**config.mk**
```make
export PLATFORM = sky130hd
export DESIGN_NAME = mac_array_ctrl
export DESIGN_NICKNAME = d
export VERILOG_FILES = /design/src/rtl/mac_ctrl_pkg.sv /design/src/rtl/ctrl_delay_line.sv /design/src/rtl/mac_array_ctrl.sv
export SDC_FILE = /design/constraint.sdc
export NUM_CORES = 1
export LEC_CHECK = 0
export ABC_CLOCK_PERIOD_IN_PS = 3000
export BUFFER_PORTS_ARGS = -buffer_cell sky130_fd_sc_hd__buf_2
export CAP_MARGIN = 20
export CORE_MARGIN = 3
export CORE_UTILIZATION = 47
export DETAILED_ROUTE_END_ITERATION = 7
export PLACE_DENSITY = 0.78
export RECOVER_POWER = 100
export SLEW_MARGIN = 10
export SYNTH_ARGS = -nofsm -noshare
export SYNTH_HDL_FRONTEND = slang
export SYNTH_SLANG_ARGS = --single-unit
```
**constraint.sdc**
```tcl
create_clock -name CLK -period 3 [get_ports CLK]
set_clock_uncertainty 0.05 [all_clocks]
set_input_delay 0.45 -clock CLK [delete_from_list [all_inputs] [get_ports CLK]]
set_output_delay 0.45 -clock CLK [all_outputs]
set_load 0.1 [all_outputs]
```
**src/rtl/mac_ctrl_pkg.sv**
```systemverilog
// Shared types and helpers for the MAC array sequencer.
//   state_e      : sequencer FSM states
//   AW_DEF       : default SRAM address width
//   RES_LAT_DEF  : default array input-to-result latency
//   IDX_W        : width of the vector index carried down the pipelines
//   col_mask()   : active column count -> thermometer weight-enable mask
package mac_ctrl_pkg;

  localparam int AW_DEF      = 8;
  localparam int RES_LAT_DEF = 6;
  localparam int IDX_W       = 8;

  typedef enum logic [2:0] {
    ST_IDLE,
    ST_LOAD_W,
    ST_STREAM,
    ST_DRAIN,
    ST_DONE
  } state_e;

  // Column 1 is the MSB of the mask; 0 or >4 columns means all four.
  function automatic logic [3:0] col_mask(input logic [2:0] cols);
    case (cols)
      3'd1:    return 4'b1000;
      3'd2:    return 4'b1100;
      3'd3:    return 4'b1110;
      default: return 4'b1111;
    endcase
  endfunction

endpackage

```
**src/rtl/ctrl_delay_line.sv**
```systemverilog
// Fixed-depth shift register carrying {valid, index}.
//   CLK, RSTN         : clock, async active-low reset
//   in_vld, in_idx    : stage-0 input
//   out_vld, out_idx  : same values DEPTH cycles later
module ctrl_delay_line #(
  parameter int DEPTH = 1,
  parameter int IW    = 8
) (
  input  logic          CLK,
  input  logic          RSTN,
  input  logic          in_vld,
  input  logic [IW-1:0] in_idx,
  output logic          out_vld,
  output logic [IW-1:0] out_idx
);

  logic [DEPTH:1]         vld_pipe_d, vld_pipe_q;
  logic [DEPTH:1][IW-1:0] idx_pipe_d, idx_pipe_q;

  always_comb begin
    vld_pipe_d[1] = in_vld;
    idx_pipe_d[1] = in_idx;
    for (int s = 2; s <= DEPTH; s++) begin
      vld_pipe_d[s] = vld_pipe_q[s-1];
      idx_pipe_d[s] = idx_pipe_q[s-1];
    end
  end

  always_ff @(posedge CLK or negedge RSTN) begin
    if (!RSTN) begin
      vld_pipe_q <= '0;
      idx_pipe_q <= '0;
    end else begin
      vld_pipe_q <= vld_pipe_d;
      idx_pipe_q <= idx_pipe_d;
    end
  end

  assign out_vld = vld_pipe_q[DEPTH];
  assign out_idx = idx_pipe_q[DEPTH];

endmodule

```
**src/rtl/mac_array_ctrl.sv**
```systemverilog
// Sequencer for the 4x4 weight-stationary MAC array.
// Loads one weight tile, streams N input vectors (optionally reading back
// partial sums) and writes the N aligned results to output SRAM.
//   start / cfg_*        : job request and descriptor (latched on accept)
//   busy / done          : job status, one-cycle done pulse
//   w_rd_*, x_rd_*, p_rd_*: weight / input / partial-sum SRAM reads
//   o_wr_*               : result write port (data = result_i pass-through)
//   result_i             : aligned array result word
//   en_x_i, en_w_i, stop_mac, used_row, overwrite_sig : array controls
module mac_array_ctrl
  import mac_ctrl_pkg::*;
#(
  parameter int AW      = AW_DEF,
  parameter int RES_LAT = RES_LAT_DEF
) (
  input  logic          CLK,
  input  logic          RSTN,
  input  logic          start,
  input  logic [2:0]    cfg_cols,
  input  logic [7:0]    cfg_len,
  input  logic          cfg_acc,
  input  logic [AW-1:0] cfg_w_base,
  input  logic [AW-1:0] cfg_x_base,
  input  logic [AW-1:0] cfg_o_base,
  output logic          busy,
  output logic          done,
  output logic          w_rd_en,
  output logic [AW-1:0] w_rd_addr,
  output logic          x_rd_en,
  output logic [AW-1:0] x_rd_addr,
  output logic          p_rd_en,
  output logic [AW-1:0] p_rd_addr,
  output logic          o_wr_en,
  output logic [AW-1:0] o_wr_addr,
  output logic [63:0]   o_wr_data,
  input  logic [63:0]   result_i,
  output logic          en_x_i,
  output logic [3:0]    en_w_i,
  output logic          stop_mac,
  output logic          used_row,
  output logic          overwrite_sig
);

  state_e           state_d, state_q;
  logic [IDX_W-1:0] cnt_d, cnt_q;
  logic [2:0]       cols_d, cols_q;
  logic [7:0]       len_d, len_q;
  logic             acc_d, acc_q;
  logic [AW-1:0]    w_base_d, w_base_q;
  logic [AW-1:0]    x_base_d, x_base_q;
  logic [AW-1:0]    o_base_d, o_base_q;

  logic             ew_vld;
  logic [3:0]       ew_mask;
  logic             ex_vld;
  logic [IDX_W-1:0] ex_idx;
  logic             wr_vld;
  logic [IDX_W-1:0] wr_idx;
  logic             last_wr;

  // The write stream ends with index N-1; nothing else bounds DRAIN.
  assign last_wr = wr_vld && (wr_idx == len_q - 8'd1);

  always_comb begin
    state_d  = state_q;
    cnt_d    = cnt_q;
    cols_d   = cols_q;
    len_d    = len_q;
    acc_d    = acc_q;
    w_base_d = w_base_q;
    x_base_d = x_base_q;
    o_base_d = o_base_q;
    case (state_q)
      ST_IDLE: begin
        if (start) begin
          cols_d   = cfg_cols;
          len_d    = cfg_len;
          acc_d    = cfg_acc;
          w_base_d = cfg_w_base;
          x_base_d = cfg_x_base;
          o_base_d = cfg_o_base;
          cnt_d    = '0;
          state_d  = ST_LOAD_W;
        end
      end
      ST_LOAD_W: begin
        if (cnt_q == 8'd3) begin
          cnt_d   = '0;
          state_d = (len_q == 8'd0) ? ST_DRAIN : ST_STREAM;
        end else begin
          cnt_d = cnt_q + 8'd1;
        end
      end
      ST_STREAM: begin
        if (cnt_q == len_q - 8'd1) begin
          cnt_d   = '0;
          state_d = ST_DRAIN;
        end else begin
          cnt_d = cnt_q + 8'd1;
        end
      end
      ST_DRAIN: begin
        if (len_q == 8'd0 || last_wr) state_d = ST_DONE;
      end
      ST_DONE: state_d = ST_IDLE;
      default: state_d = ST_IDLE;
    endcase
  end

  always_ff @(posedge CLK or negedge RSTN) begin
    if (!RSTN) begin
      state_q  <= ST_IDLE;
      cnt_q    <= '0;
      cols_q   <= '0;
      len_q    <= '0;
      acc_q    <= 1'b0;
      w_base_q <= '0;
      x_base_q <= '0;
      o_base_q <= '0;
    end else begin
      state_q  <= state_d;
      cnt_q    <= cnt_d;
      cols_q   <= cols_d;
      len_q    <= len_d;
      acc_q    <= acc_d;
      w_base_q <= w_base_d;
      x_base_q <= x_base_d;
      o_base_q <= o_base_d;
    end
  end

  assign busy     = (state_q == ST_LOAD_W) || (state_q == ST_STREAM) || (state_q == ST_DRAIN);
  assign done     = (state_q == ST_DONE);
  assign used_row = (state_q == ST_STREAM) || (state_q == ST_DRAIN);
  assign stop_mac = (state_q == ST_DRAIN);
  assign overwrite_sig = busy && acc_q;

  // Addresses are forced to zero whenever their strobe is low.
  assign w_rd_en   = (state_q == ST_LOAD_W);
  assign w_rd_addr = w_rd_en ? w_base_q + AW'(cnt_q) : '0;
  assign x_rd_en   = (state_q == ST_STREAM);
  assign x_rd_addr = x_rd_en ? x_base_q + AW'(cnt_q) : '0;
  assign p_rd_en   = x_rd_en && acc_q;
  assign p_rd_addr = p_rd_en ? o_base_q + AW'(cnt_q) : '0;

  // Weight data returns one cycle after the read; the mask rides along as
  // the index so the enable lines up with the returning row.
  ctrl_delay_line #(.DEPTH(1), .IW(4)) u_ew_align (
    .CLK     (CLK),
    .RSTN    (RSTN),
    .in_vld  (w_rd_en),
    .in_idx  (w_rd_en ? col_mask(cols_q) : 4'b0000),
    .out_vld (ew_vld),
    .out_idx (ew_mask)
  );
  assign en_w_i = ew_vld ? ew_mask : 4'b0000;

  // Input data returns one cycle after the read.
  ctrl_delay_line #(.DEPTH(1), .IW(IDX_W)) u_ex_align (
    .CLK     (CLK),
    .RSTN    (RSTN),
    .in_vld  (x_rd_en),
    .in_idx  (cnt_q),
    .out_vld (ex_vld),
    .out_idx (ex_idx)
  );
  assign en_x_i = ex_vld;

  // Result for vector k appears RES_LAT cycles after its array sample.
  ctrl_delay_line #(.DEPTH(RES_LAT), .IW(IDX_W)) u_wr_align (
    .CLK     (CLK),
    .RSTN    (RSTN),
    .in_vld  (ex_vld),
    .in_idx  (ex_idx),
    .out_vld (wr_vld),
    .out_idx (wr_idx)
  );
  assign o_wr_en   = wr_vld;
  assign o_wr_addr = wr_vld ? o_base_q + AW'(wr_idx) : '0;
  assign o_wr_data = wr_vld ? result_i : 64'd0;

endmodule
```
==> results.ini <==
[grt]
grt-ovfl-total = 0
antenna_found_initial = 9
grt_start_max_net_pins = 78
grt_usage_pct = 28.2
grt_pass1_vias = 5517
grt_first_pass_wirelength_um = 30100

[placement]
place.gp.congestion = 0.938
dpl.hpwl_um = 13500
dpl_worst_slack_ns = -0.124
numPortBuffers = 212
placed_cell_area_um2 = 7440

[run_status]
violations = negative setup slack
outcome = finished with violations

[setup_path]
critPathCaptureType = output port
r2r_cells = 8
required_ns = 2.50
path_cells = ha_4 > a21o_1 > a21oi_2 > o21bai_2 > a2111oi_4 > or4_4 > a21oi_4 > buf_12
reg2reg_slack_ns = 0.16
path_buf_inv = 1
r2r_end = cnt_q[0]
cp_slowest_cell = or4_4
critical_path.max_stage_delay_ns = 0.51
crit_type = flop to output port
r2r-start = len_q[0]
arrival_ns = 2.68
crit_family = compound AO/OA/AOI/OAI gates
critPathLaunchType = flop
crit_fanout = 7

[sta]
hold_viol_final = 0
setup_ws_ns = -0.176
period_share_pct = 106
max_slew_margin_pct = 61.7
setup_viol = 7
period_needed_ns = 3.18
slew_violations = 0
rsz0062_at_grt = yes
worst_pin_slew_ns = 0.575
max_freq_mhz = 315

[layout]
fillCellCount = 834
area_growth_pct = 44.7
fin_util_pct = 70.1
fin_area_um2 = 8490
drive_above_1_share_pct = 50.4
nets = 899

[cts]
cts_tree = done
clk_pin_slew_ns = 0.05
htreeDepth = 4
cts_root_buf = clkbuf_16
clock_latency_ns = 0.42
clk_path_buf_depth = 2
clock-sinks = 114
numCtsBuffers = 17

[yosys]
postSynthAreaPerCell_um2 = 11.2
syn_inst = 525
synthTopCellsByArea = dfrtp_1 49%, and2_1 8.4%, ha_1 6.6%, mux2_2 5.9%, xnor2_1 3.3%
async_reset_ff_share_pct = 100
synth_cell_type_count = 56
synth_nets = 663
synth_top_area_share_pct = 48.6
yosysSeqAreaShare_pct = 48.6
synth-edff-count = 0
yosys.area.top_type = dfrtp_1
ys.flop_type = dfrtp_1
synth_area_um2 = 5870
ys_warn_count = 0
ys_ff_latch = 114

[drt]
totalWireLength_um = 19700
vias_per_cell = 5.38
wl_per_cell_um = 20.7
drt_iter0_markers = 241
via_count = 5110
drc = 0
ant_nets = 0
drtPass1Iterations = 5

[die]
die_w_um = 118
rows = 40
start_util_pct = 48.5
dieArea_um2 = 13900
chipHeight_um = 118
coreArea_um2 = 12100
ios = 213

[job]
drv_cap = 0

[hold_path]
worstHoldStart = cfg_cols[1]
hold_end = cols_q[1]
worst_hold_path_type = input pin to flop
hold_depth = 3

-- per-stage QoR --
step,cells,hold slack (ns),setup TNS [ns]
after global routing,947,0.211,-1.25
after CTS,939,0.197,-0.290
after floorplan,525,0.104,-0.493
final,949,0.208,-0.566
after detailed placement,892,0.285,-0.124
after global placement,892,0.282,0
-- metal layers --
layer | track usage [%] | share of wire [%] | wire length (um)
met5 | 0 | 0 | 0
met4 | 15.7 | 5.1 | 1010
met3 | 7.45 | 6.0 | 1190
met2 | 52.6 | 55 | 10900
met1 | 28.4 | 34 | 6610
-- synthesized netlist by cell type (3+ instances only) --
cell type	number
and2_1	79
or3_1	4
nand3_1	3
or3b_2	3
or4_1	3
o21bai_1	10
o21ai_0	17
nand2_1	18
mux2_2	31
nor3_1	9
a2111oi_0	4
o32ai_1	5
xor2_1	18
a21oi_1	23
buf_4	5
ha_1	31
dfrtp_1	114
clkbuf_1	15
nor2_1	24
buf_6	3
or2_2	3
xnor2_1	22
a31oi_1	4
fa_1	4
a21o_1	10
inv_1	19
o31ai_1	6
and3_1	4
-- worst min-delay path: stages --
cell and delay (ns):
buf_2 0.08, nand2_1 0.04, o21ai_0 0.06
-- placed cells by master, fill, tap and decap left out, types with 5 or more instances in the layout --
master      synthesis  layout
xor2_1             18      15
diode_2             0       7
o21ai_0            17      16
and2_1             79      76
inv_1              19      17
clkbuf_16           0      17
buf_2               1     195
nor2_2              0       7
xnor2_1            22      21
nor3_1              9       9
buf_4               5      27
o32ai_1             5       5
nor2_1             24      10
nor2_4              0       7
nand2_1            18      16
buf_12              0      14
mux2_2             31      31
ha_1               31      24
a21oi_1            23       8
dfrtp_1           114     111
o21bai_1           10       6
clkinvlp_4          0       7
a21o_1             10      10
ha_4                0       6
a21oi_2             1      13
-- state kept, by name (all words and copies together) (netlist names) --
name                   flops
u_wr_align.idx_pipe_d     40
acc_q                      1
o_base_q                   8
x_base_q                   8
u_ex_align.out_idx         8
u_wr_align.out_idx         8
cols_q                     3
w_base_q                   8
u_ex_align.out_vld         1
u_ew_align.out_idx         4
u_wr_align.vld_pipe_q      6
state_q                    3
cnt_q                      8
len_q                      8
-- cell type report --
cell class | instances | area [um^2] | area share [%]
antenna | 7 | 17.5 | 0.206
clock buffer | 20 | 457 | 5.38
clock inverter | 12 | 134 | 1.58
inverter | 19 | 78.8 | 0.928
multi-input combinational | 368 | 3230 | 38.1
sequential | 114 | 2860 | 33.6
tap | 168 | 210 | 2.48
timing repair buffer | 241 | 1510 | 17.7
-- repair_timing --
action | 4_1_cts | 5_1_grt
pin swaps | 36 | 13
hold endpoints to repair | 37 | 0
setup endpoints to repair | 11 | 11
hold buffers | 1 | 0
resized for setup | 45 | 18
buffers inserted | 14 | 2
-- how the worst max path moves through the flow --
| stage | slack (ns) | startpoint | cells after the start | endpoint |
|---|---|---|---|---|
| 2_1_floorplan | -0.13 | state_q[2] | 6 | p_rd_addr[7] |
| 3_3_place_gp | 0.15 | cnt_q[1] | 8 | w_rd_addr[7] |
| 3_5_place_dp | -0.12 | cnt_q[1] | 8 | w_rd_addr[7] |
| 4_1_cts | -0.09 | cnt_q[1] | 8 | p_rd_addr[7] |
| 5_1_grt | -0.23 | cnt_q[1] | 9 | x_rd_addr[7] |
| 6_report | -0.18 | cnt_q[1] | 8 | p_rd_addr[7] |
-- cells by family after synthesis --
family	synth area share, %
xor+xnor	6.74
simple gates	16.1
compound gates	10.8
mux	6.29
flops	48.6
fa+ha+maj	7.97
buf+inv	3.47
Power is left out: the tool's default activity adds up to more than one toggle a clock period on the data nets, which glitch-free logic cannot reach.
